[src/rtl/load_access_unit.sv]
// Load access unit: one word-aligned read on the native bus, then lane extraction and sign/zero extension.
// Optional feature macro MISALIGN_TRAP_EN: trap misaligned LH/LHU/LW/AMO accesses instead of masking low address bits.
module load_access_unit #(
  parameter int unsigned TIMEOUT_CYCLES = 256
) (
  input  logic        clk,
  input  logic        resetn,
  input  logic        start,
  input  logic [2:0]  funct3,
  input  logic        amo_operation_load,
  input  logic [31:0] addr,
  output logic        busy,
  output logic        done,
  output logic        fault,
  output logic [1:0]  fault_cause,
  output logic [31:0] result_data,
  output logic        mem_valid,
  output logic [31:0] mem_addr,
  output logic [3:0]  mem_rstrb,
  input  logic        mem_ready,
  input  logic [31:0] mem_rdata
);

  localparam int CNT_W = $clog2(TIMEOUT_CYCLES);
  localparam logic [CNT_W-1:0] CNT_LAST = CNT_W'(TIMEOUT_CYCLES - 1);

  typedef enum logic [1:0] {IDLE, REQ, RESP} state_t;

  state_t            state_reg, state_next;
  logic [CNT_W-1:0]  cnt_reg, cnt_next;
  logic [31:0]       addr_reg, addr_next;
  logic [1:0]        size_reg, size_next;
  logic              uns_reg, uns_next;
  logic [3:0]        rstrb_reg, rstrb_next;
  logic              fault_reg, fault_next;
  logic [1:0]        cause_reg, cause_next;
  logic [31:0]       result_reg, result_next;

  logic [2:0]  eff_f3;
  logic        illegal;
  logic        misaligned;
  logic [3:0]  rstrb_dec;
  logic [7:0]  lane8;
  logic [15:0] lane16;
  logic [31:0] ext_data;

  // An AMO always behaves as a word load, so funct3 is not even checked for legality.
  assign eff_f3  = amo_operation_load ? 3'b010 : funct3;
  assign illegal = !amo_operation_load && ((funct3 == 3'b011) || (funct3[2:1] == 2'b11));

`ifdef MISALIGN_TRAP_EN
  assign misaligned = ((eff_f3[1:0] == 2'b01) && addr[0]) ||
                      ((eff_f3[1:0] == 2'b10) && (addr[1:0] != 2'b00));
`else
  assign misaligned = 1'b0;
`endif

  always_comb begin
    rstrb_dec = 4'b1111;
    case (eff_f3[1:0])
      2'b00:   rstrb_dec = 4'b0001 << addr[1:0];
      2'b01:   rstrb_dec = 4'b0011 << {addr[1], 1'b0};
      default: rstrb_dec = 4'b1111;
    endcase
  end

  always_comb begin
    lane8 = mem_rdata[7:0];
    case (addr_reg[1:0])
      2'b00: lane8 = mem_rdata[7:0];
      2'b01: lane8 = mem_rdata[15:8];
      2'b10: lane8 = mem_rdata[23:16];
      2'b11: lane8 = mem_rdata[31:24];
    endcase
    lane16 = addr_reg[1] ? mem_rdata[31:16] : mem_rdata[15:0];
    case (size_reg)
      2'b00:   ext_data = {{24{~uns_reg & lane8[7]}}, lane8};
      2'b01:   ext_data = {{16{~uns_reg & lane16[15]}}, lane16};
      default: ext_data = mem_rdata;
    endcase
  end

  always_comb begin
    state_next  = state_reg;
    cnt_next    = cnt_reg;
    addr_next   = addr_reg;
    size_next   = size_reg;
    uns_next    = uns_reg;
    rstrb_next  = rstrb_reg;
    fault_next  = fault_reg;
    cause_next  = cause_reg;
    result_next = result_reg;
    case (state_reg)
      IDLE: begin
        if (start) begin
          addr_next   = addr;
          size_next   = eff_f3[1:0];
          uns_next    = eff_f3[2];
          rstrb_next  = rstrb_dec;
          result_next = 32'd0;
          fault_next  = 1'b0;
          cause_next  = 2'b00;
          cnt_next    = '0;
          if (illegal) begin
            state_next = RESP;
            fault_next = 1'b1;
            cause_next = 2'b01;
          end else if (misaligned) begin
            state_next = RESP;
            fault_next = 1'b1;
            cause_next = 2'b10;
          end else begin
            state_next = REQ;
          end
        end
      end
      REQ: begin
        // A response arriving in the last allowed cycle still wins over the timeout.
        if (mem_ready) begin
          result_next = ext_data;
          state_next  = RESP;
        end else if (cnt_reg == CNT_LAST) begin
          fault_next = 1'b1;
          cause_next = 2'b11;
          state_next = RESP;
        end else begin
          cnt_next = cnt_reg + 1'b1;
        end
      end
      RESP:    state_next = IDLE;
      default: state_next = IDLE;
    endcase
  end

  always_ff @(posedge clk or negedge resetn) begin
    if (!resetn) begin
      state_reg  <= IDLE;
      cnt_reg    <= '0;
      addr_reg   <= 32'd0;
      size_reg   <= 2'b00;
      uns_reg    <= 1'b0;
      rstrb_reg  <= 4'b0000;
      fault_reg  <= 1'b0;
      cause_reg  <= 2'b00;
      result_reg <= 32'd0;
    end else begin
      state_reg  <= state_next;
      cnt_reg    <= cnt_next;
      addr_reg   <= addr_next;
      size_reg   <= size_next;
      uns_reg    <= uns_next;
      rstrb_reg  <= rstrb_next;
      fault_reg  <= fault_next;
      cause_reg  <= cause_next;
      result_reg <= result_next;
    end
  end

  assign busy        = (state_reg != IDLE);
  assign done        = (state_reg == RESP);
  assign mem_valid   = (state_reg == REQ);
  assign mem_addr    = {addr_reg[31:2], 2'b00};
  assign mem_rstrb   = rstrb_reg;
  assign fault       = fault_reg;
  assign fault_cause = cause_reg;
  assign result_data = result_reg;

endmodule

[config.mk]
export PLATFORM = sky130hd
export DESIGN_NAME = load_access_unit
export DESIGN_NICKNAME = d
export VERILOG_FILES = /design/src/rtl/load_access_unit.sv
export SDC_FILE = /design/constraint.sdc
export NUM_CORES = 1
export LEC_CHECK = 0
export BUFFER_PORTS_ARGS = -buffer_cell sky130_fd_sc_hd__buf_2
export CAP_MARGIN = 10
export CORE_MARGIN = 2
export CORE_UTILIZATION = 35
export DETAILED_ROUTE_END_ITERATION = 16
export PLACE_DENSITY = 0.66
export SLEW_MARGIN = 20
export SYNTH_ARGS = -nofsm -noshare
export SYNTH_HDL_FRONTEND = slang
export SYNTH_SLANG_ARGS = --single-unit
[constraint.sdc]
create_clock -name clk -period 2.45 [get_ports clk]
set_input_delay 0.49 -clock clk [delete_from_list [all_inputs] [get_ports clk]]
set_output_delay 0.49 -clock clk [all_outputs]
set_load 0.01 [all_outputs]
Word-level counts from Yosys, hierarchy flattened
Cells that the tools add are included.
{"block": "word_totals", "reg_bits": 84, "input_bits": 72, "output_inout_bits": 74, "word_cells": 72}
{"block": "op_classes", "addsub": 1, "n_eq_ne": 16, "shifts": 2, "n_mux": 27, "n_bitwise": 3, "n_reduce_logical": 14}
{"operator": "32-bit case mux with 2 select lines", "count": 2}
{"operator": "32-bit two-way mux", "count": 2}
{"operator": "8-bit case mux with 4 select lines", "count": 1}
{"operator": "8-bit two-way mux", "count": 3}
{"operator": "16-bit two-way mux", "count": 1}
{"operator": "8-bit case mux with 2 select lines", "count": 1}
{"operator": "2-bit two-way mux", "count": 7}
{"operator": "8-bit by 1-bit adder with 8-bit output, second input constant", "count": 1}
{"operator": "2-bit by 1-bit equality test with 1-bit output, second input constant", "count": 4}
{"operator": "2-bit equality test, second input constant", "count": 4}
{"operator": "8-bit equality test, second input constant", "count": 1}
{"operator": "2-bit zero test", "count": 4}
{"operator": "2-bit case mux with 2 select lines", "count": 2}
{"operator": "4-bit case mux with 2 select lines", "count": 1}
{"operator": "4-bit AND reduction", "count": 2}
{"operator": "2-bit inequality test, second input constant", "count": 3}
{"operator": "1-bit two-way mux", "count": 5}
{"operator": "2-bit by 1-bit inequality test with 1-bit output, second input constant", "count": 2}
{"operator": "2-bit AND reduction", "count": 2}
{"operator": "2-bit nonzero test", "count": 2}
{"operator": "1-bit by 2-bit << shifter with 4-bit output, first input constant", "count": 1}
{"operator": "2-bit by 2-bit << shifter with 4-bit output, first input constant", "count": 1}
{"operator": "3-bit by 2-bit equality test with 1-bit output, second input constant", "count": 1}
{"operator": "3-bit two-way mux", "count": 1}
{"operator": "8 further kinds", "count": 9}

Depth between registers and ports, before layout
Gate-level depths: netlist of run 1.
{"block": "logic_depth", "ltp_word": 6, "depth_mapped": 6, "depth_no_buf": 4}

Least setup slack after synthesis of run 1
Ideal clock, no wire load.
{"block": "synth_path", "kind": "input-to-reg", "startpoint": "input port mem_ready", "endpoint": "register result_reg[16], in the netlist result_data[16]", "setup_time_ps": 126, "t_arrival_ps": 1497, "t_required_ps": 2324, "path_slack_ps": 827, "path_stages": 6, "n_path_buf": 3, "cell_sequence": "and3b_1 buf_6 and2_1 buf_6 buf_6 a221o_1"}
{"block": "synth_between", "elab_chain_len": 2}
{"item": "start: declaration", "line": "20", "rtl": "input logic mem_ready,"}
{"item": "2-bit by 1-bit inequality test with 1-bit output (no source line)"}
{"item": "3-bit AND reduction (no source line)"}
{"item": "end signal: assignment", "line": "155", "rtl": "result_reg <= result_next;"}
{"item": "end: declaration", "line": "37", "rtl": "logic [31:0] result_reg, result_next;"}
No other way between the ends.
A chain may end at the register's enable or synchronous reset.

Worst setup path after layout of run 1
{"block": "layout_path", "startpoint": "register addr_reg[1]", "endpoint": "register result_reg[15], in the netlist result_data[15]"}
{"block": "layout_between", "elab_chain_len": 6}
{"item": "start: declaration", "line": "31", "rtl": "logic [31:0] addr_reg, addr_next;"}
{"item": "start signal: assignment", "line": "149", "rtl": "addr_reg <= addr_next;"}
{"item": "2-bit equality test (tied with other cells)", "line": "69", "rtl": "case (addr_reg[1:0])"}
{"item": "8-bit case mux with 4 select lines", "line": "69"}
{"item": "1-bit bitwise AND", "line": "77", "rtl": "2'b00: ext_data = {{24{~uns_reg & lane8[7]}}, lane8};"}
{"item": "32-bit case mux with 2 select lines *", "line": "76", "rtl": "case (size_reg)"}
{"item": "32-bit two-way mux *", "line": "119", "rtl": "if (mem_ready) begin"}
{"item": "32-bit case mux with 2 select lines *", "line": "93", "rtl": "case (state_reg)"}
Mark *: on every way between the ends. The rest lies on a longest branch, timed or not. The select of a mux whose other input is x is not followed.

==> impl_metrics.yaml, run 1 <==
critical_path:
  r2r_start: "addr_reg[1]"
  setup.worst_path.start: "addr_reg[1]"
  critical-path-top-delay-family: "flip-flops"
  cp-end-kind: "register"
  cp.depth: 4
  reg2reg_depth: 4
  critPathLaunchType: "register"
  r2r_slack_ns: 0.62
  critical_path_buf_inv_count: 0
  crit_chain: "mux4_2 -> nor3b_2 -> a211oi_1 -> o21ai_1"
  crit_arrival_ns: 2.04
  slowest_stage: "dfrtp_1"
  r2r_end: "result_data[15]"
  cp.required_ns: 2.66
  path_class: "register to register"
  crit_end: "result_data[15]"
  max_stage_delay_ns: 0.58
  crit_fanout: 9
logic_synthesis:
  synth_edf_count: 0
  ys.flop_type: "dfrtp_1"
  synth_compound_area_share_pct: 13.7
  yosys_warnings: 0
  synthArstFlopShare_pct: 100
  synthAdderAreaFrac_pct: 0.309
  synth.mux.area_fraction_pct: 3.80
  synth_area_sq_um: 4050
  yosys.cell_types.count: 48
  synth.avg_cell_area_sq_um: 9.29
  synth_top_area_share_pct: 51.3
  synth_top_family_by_area: "simple AND/OR/NAND/NOR gates"
  syn_inst: 436
  synth_seq_area_share_pct: 51.3
  yosys.area.top_type: "dfrtp_1"
  synth-xor-area-share_pct: 0
  synth_seq_cells: 83
  yosys-top-cells-area: "dfrtp_1 51%, nand2_1 12%, buf_4 6.1%"
  synth_simple_gate_area_share_pct: 21.0
status:
  outcome: "complete, no violations"
sta:
  slew_viol_final: 0
  fin_ws_ns: 0.625
  fin_worst_skew_ns: 0.00541
  tns_ns: 0
  worstMarginPinSlew_ns: 0.821
  hold_violations: 0
  fin_crit_sh_pct: 74.5
  period_needed_ns: 1.83
  rsz0062_at_grt: "no"
  relSlewSlack_pct: 45.2
  fmax_ghz: 0.548
  setup_viol: 0
global_routing:
  grt_pass1_wl_microns: 16300
  gr-total-overflow: 0
  grtUsageTotal_pct: 16.2
  grt_start_max_net_pins: 50
  grt_pass1_vias: 3319
  antenna_found_initial: 0
floorplan:
  io_pins: 146
  core-area_sq_um: 11400
  core.rowCount: 39
  die_h_microns: 112
  die_x_microns: 112
  die_area_sq_um: 12400
  initial_core_util_pct: 35.6
layout:
  final-seq-area_sq_um: 2080
  fillers: 1129
  final_common_cell: "buf_2"
  area_delta_synth_final_pct: 21.6
  final_layout_size_suffix_gt1_share_pct: 32.7
  multi_input_area_sq_um: 1590
  nets: 613
  insertedDiodeCount: 0
  layout_common_cells: "142 x buf_2, 131 x nand2_1, 83 x dfrtp_1"
clock_tree:
  cts_max_level: 3
  clkLatencyLatePin_ns: 0.33
  clk_pin_slew_ns: 0.06
  cts_resized: 0
  cts_sinks: 83
  hold_buffers: 0
  clock_path_buffers: 2
  cts_root_buffer: "clkbuf_16"
  cts_tree: "done"
  post_cts_buffers: 0
  numCtsBuffers: 9
placed_design:
  pre_cts_slack_ns: 0.517
  dp_hpwl_microns: 7330
  finalWeightedCongestion: 0.854
  port_buffers: 143
routing:
  num_vias: 3374
  post-route-drc-count: 0
  drt_iter0_markers: 189
  vias_per_cell: 4.90
  totalWireLength_microns: 9940
  wire_per_inst_microns: 14.5
  ant_nets: 0
  drtPass1Iterations: 4
power_and_ir_drop:
  p_leak_nw: 2.57
  total_power_mw: 5.75
  irDropWorstVdd_v: 0.000459
  p_per_area_nw_per_um2: 1170
flow_run:
  drv_cap: 0
hold_path:
  hold_path_class: "input pin to asynchronous set/reset pin"
worst min path at each step:
stage | cells past startpoint | end | slack (ns) | startpoint
after floorplan | 0 | addr_reg[0] | 0.19 | resetn
after global placement | 2 | addr_reg[20] | 0.45 | addr_reg[20]
after detailed placement | 2 | addr_reg[29] | 0.46 | addr_reg[29]
after CTS | 1 | addr_reg[6] | 0.15 | resetn
after global routing | 1 | addr_reg[11] | 0.17 | resetn
final | 1 | addr_reg[11] | 0.14 | resetn
kinds of logic after synthesis:
kind of cell	Yosys count
other	1
adder cells (fa/ha/maj)	1
AO/OA/AOI/OAI	83
multiplexers	14
AND/OR/NAND/NOR	190
buffers and inverters	64
flip-flops	83
synthesized netlist by cell type (6+ instances only):
library cell	n
nand2_1	131
dfrtp_1	83
buf_4	33
o21ai_0	29
a221o_1	16
a21oi_1	13
mux2i_1	12
clkbuf_1	11
nor2_1	10
nor3_1	10
buf_2	9
nor2b_1	9
or3_1	9
o21ai_1	8
inv_1	6
routing by layer:
layer	track usage [%]	vias to the layer above	part of all wire, %
met5	0	-	0
met4	7.74	0	2.7
met3	2.61	18	5.2
met2	25.9	102	47
met1	21.5	1609	45
li1	-	1645	-
power breakdown:
| part | switching, mW | internal, mW | total, mW | leakage [nW] |
|---|---|---|---|---|
| clock | 0.542 | 0.714 | 1.26 | 0.142 |
| sequential | 0.375 | 1.86 | 2.23 | 1.06 |
| combinational | 1.32 | 0.933 | 2.26 | 1.37 |
| total | 2.24 | 3.51 | 5.75 | 2.57 |
stage by stage:
stage	util, %	hold slack [ns]	std cells	instance area (sq um)
floorplan	-	0.194	437	4050
global placement	40.8	0.455	672	4640
detailed placement	40.8	0.461	672	4640
CTS	43.3	0.148	688	4920
global route	43.3	0.172	688	4920
finish	43.3	0.138	688	4920
area by class of cell:
type	instances	area share (%)
Clock buffer	10	4.85
Clock inverter	6	0.838
Inverter	7	0.534
Multi-Input combinational cell	290	32.2
Sequential cell	83	42.2
Tap cell	143	3.63
Timing Repair Buffer	149	15.8
(Power assumes the default switching activity.)
==> run 2, diff against run 1 <==
Settings changed: ABC_AREA from default to 1, PLACE_DENSITY 0.66 to 0.67.
Clock period 2.45 ns to 1.5 ns, I/O delays scaled along.
==> impl_metrics.yaml, run 2 <==
global_routing:
  grt_start_max_net_pins: 41
  grt_pass1_wl_microns: 18400
  grtUsageTotal_pct: 17.6
  gr-total-overflow: 0
  antenna_found_initial: 0
  grt_pass1_vias: 3713
hold_path:
  hold_path_class: "input pin to register"
  min_path_cells: 3
sta:
  tns_ns: 0
  slew_viol_final: 0
  rsz0062_at_grt: "yes"
  fin_worst_skew_ns: 0.00514
  setup_viol: 0
  hold_violations: 0
  fin_crit_sh_pct: 96.9
  fmax_ghz: 0.688
  period_needed_ns: 1.45
power_and_ir_drop:
  irDropWorstVdd_v: 0.000826
  p_per_area_nw_per_um2: 2140
  p_leak_nw: 3.20
logic_synthesis:
  yosys-top-cells-area: "dfrtp_1 47%, nand2_1 23%, buf_4 6.3%"
  yosys.cell_types.count: 33
  synth_seq_area_share_pct: 46.9
  ys.flop_type: "dfrtp_1"
  yosys_warnings: 0
  syn_inst: 573
  synth_top_area_share_pct: 46.9
  synth.avg_cell_area_sq_um: 7.72
  synthTopCellsByCount: "267 x nand2_1, 83 x dfrtp_1, 37 x buf_4, 31 x o21ai_0, 27 x nand3_1"
  yosys.area.top_type: "dfrtp_1"
  synth_area_sq_um: 4430
  synthArstFlopShare_pct: 100
  yosysMostFrequentCell: "nand2_1"
  synth_seq_cells: 83
  synth_edf_count: 0
clock_tree:
  clkLatencyLatePin_ns: 0.34
  cts_sinks: 83
  clk_pin_slew_ns: 0.06
  clock_path_buffers: 2
  cts_tree: "done"
  cts_max_level: 3
  cts_root_buffer: "clkbuf_16"
  numCtsBuffers: 9
critical_path:
  critical_path_buf_inv_count: 2
  path_class: "register to output pin"
  max_stage_delay_ns: 0.42
  cp-end-kind: "output pin"
  slowest_stage: "dfrtp_1"
  critPathLaunchType: "register"
  crit_arrival_ns: 1.15
  reg2reg_depth: 8
  cp.required_ns: 1.20
  critical-path-top-delay-family: "flip-flops"
  crit_fanout: 3
  cp.depth: 3
  crit_chain: "nor2_4 -> buf_12 -> buf_4"
layout:
  final_common_cell: "nand2_1"
  final_cells: 882
  fillers: 1292
  utilization_pct: 45.7
  nets: 778
  layout_common_cells: "267 x nand2_1, 141 x buf_2, 83 x dfrtp_1"
  fin_area_sq_um: 5700
  final_layout_size_suffix_gt1_share_pct: 32.0
  area_delta_synth_final_pct: 28.8
  insertedDiodeCount: 0
floorplan:
  io_pins: 146
  core-area_sq_um: 12500
  die_x_microns: 116
  core.rowCount: 41
  initial_core_util_pct: 35.5
  die_h_microns: 116
  die_area_sq_um: 13600
flow_run:
  drv_cap: 0
placed_design:
  place_inst: 859
  dp_hpwl_microns: 8580
  place_area_sq_um: 5230
  finalWeightedCongestion: 0.875
  port_buffers: 143
routing:
  drt_iter0_markers: 300
  drtPass1Iterations: 4
  wire_per_inst_microns: 13.3
  vias_per_cell: 4.59
  num_vias: 4049
  post-route-drc-count: 0
  ant_nets: 0
  totalWireLength_microns: 11800
status:
  outcome: "complete, no violations"
[run 2: cell count changes after synthesis, moves of 9 or more]
| cell | delta |
|---|---|
| nand2_1 | +136 |
| nand3_1 | +25 |
| inv_1 | +19 |
| a221o_1 | -16 |
| nor2_1 | +15 |
| mux2i_1 | -12 |
| a21oi_2 | +10 |
| nor2b_1 | -9 |
| nor3_1 | -9 |
| or3_1 | -9 |
[run 2: power by group]
group	internal, mW	switching [mW]	leakage, nW
sequential	3.21	0.602	1.07
clock	1.56	0.927	0.158
combinational	2.42	3.45	1.97
total	7.19	4.98	3.20
[run 2: tightest hold or removal path: stages]
cell	delay [ns]
buf_2	0.07
nand2_1	0.04
nand2_1	0.05
[run 2: cell type report]
cell class	instances	area [sq um]	share of cell area [%]
clock inverter	5	83.8	1.47
sequential	83	2080	36.4
multi-input combinational	401	1840	32.3
timing repair buffer	176	1090	19.2
clock buffer	11	253	4.43
inverter	34	135	2.37
tap	172	215	3.78
[run 2: worst paths after layout]
path / startpoint / end / slack (ns)
worst max-delay path: state_reg[1] / mem_valid / 0.05
worst min-delay path: addr[28] / addr_reg[28] / 0.16
worst max register to register: state_reg[1] / cnt_reg[6] / 0.07
worst min register to register: addr_reg[2] / addr_reg[2] / 0.46
max in group asynchronous: resetn / result_data[16] / 0.62
min in group asynchronous: resetn / result_data[0] / 0.37
[run 2: stage by stage]
stage	worst slack, ns	total power, mW	hold slack, ns
after CTS	0.0406	12.1	0.142
after global placement	0.179	9.28	0.179
after global routing	-0.0162	13.2	0.142
final	0.0460	12.2	0.156
after detailed placement	0.154	9.37	0.179
after floorplan	0.164	7.74	0.00441
[run 2: repair_timing]
item	CTS	global route
pin swaps	1	3
resized for setup	0	7
endpoints found under the hold margin	13	0
setup buffers	2	1
setup endpoints to repair	1	16
gates cloned	1	2
hold buffers	1	0
[run 2: kinds of logic after synthesis]
kind of cell,Yosys count,share of synthesized area [%]
and+or+nand+nor,337,32.6
buffers and inverters,90,11.6
DFF,83,46.9
AOI/OAI and AO/OA,57,7.77
xor gates and xnor gates,4,0.792
adders and majority gates,1,0.283
other,1,0.0847
[run 2: layer usage]
metal	vias up	part of all wire (%)	global-route usage [%]
li1	2023	-	-
met1	1849	44	23.8
met2	172	46	27.6
met3	5	9.3	6.18
met4	0	0.63	3.33
met5	-	0	0
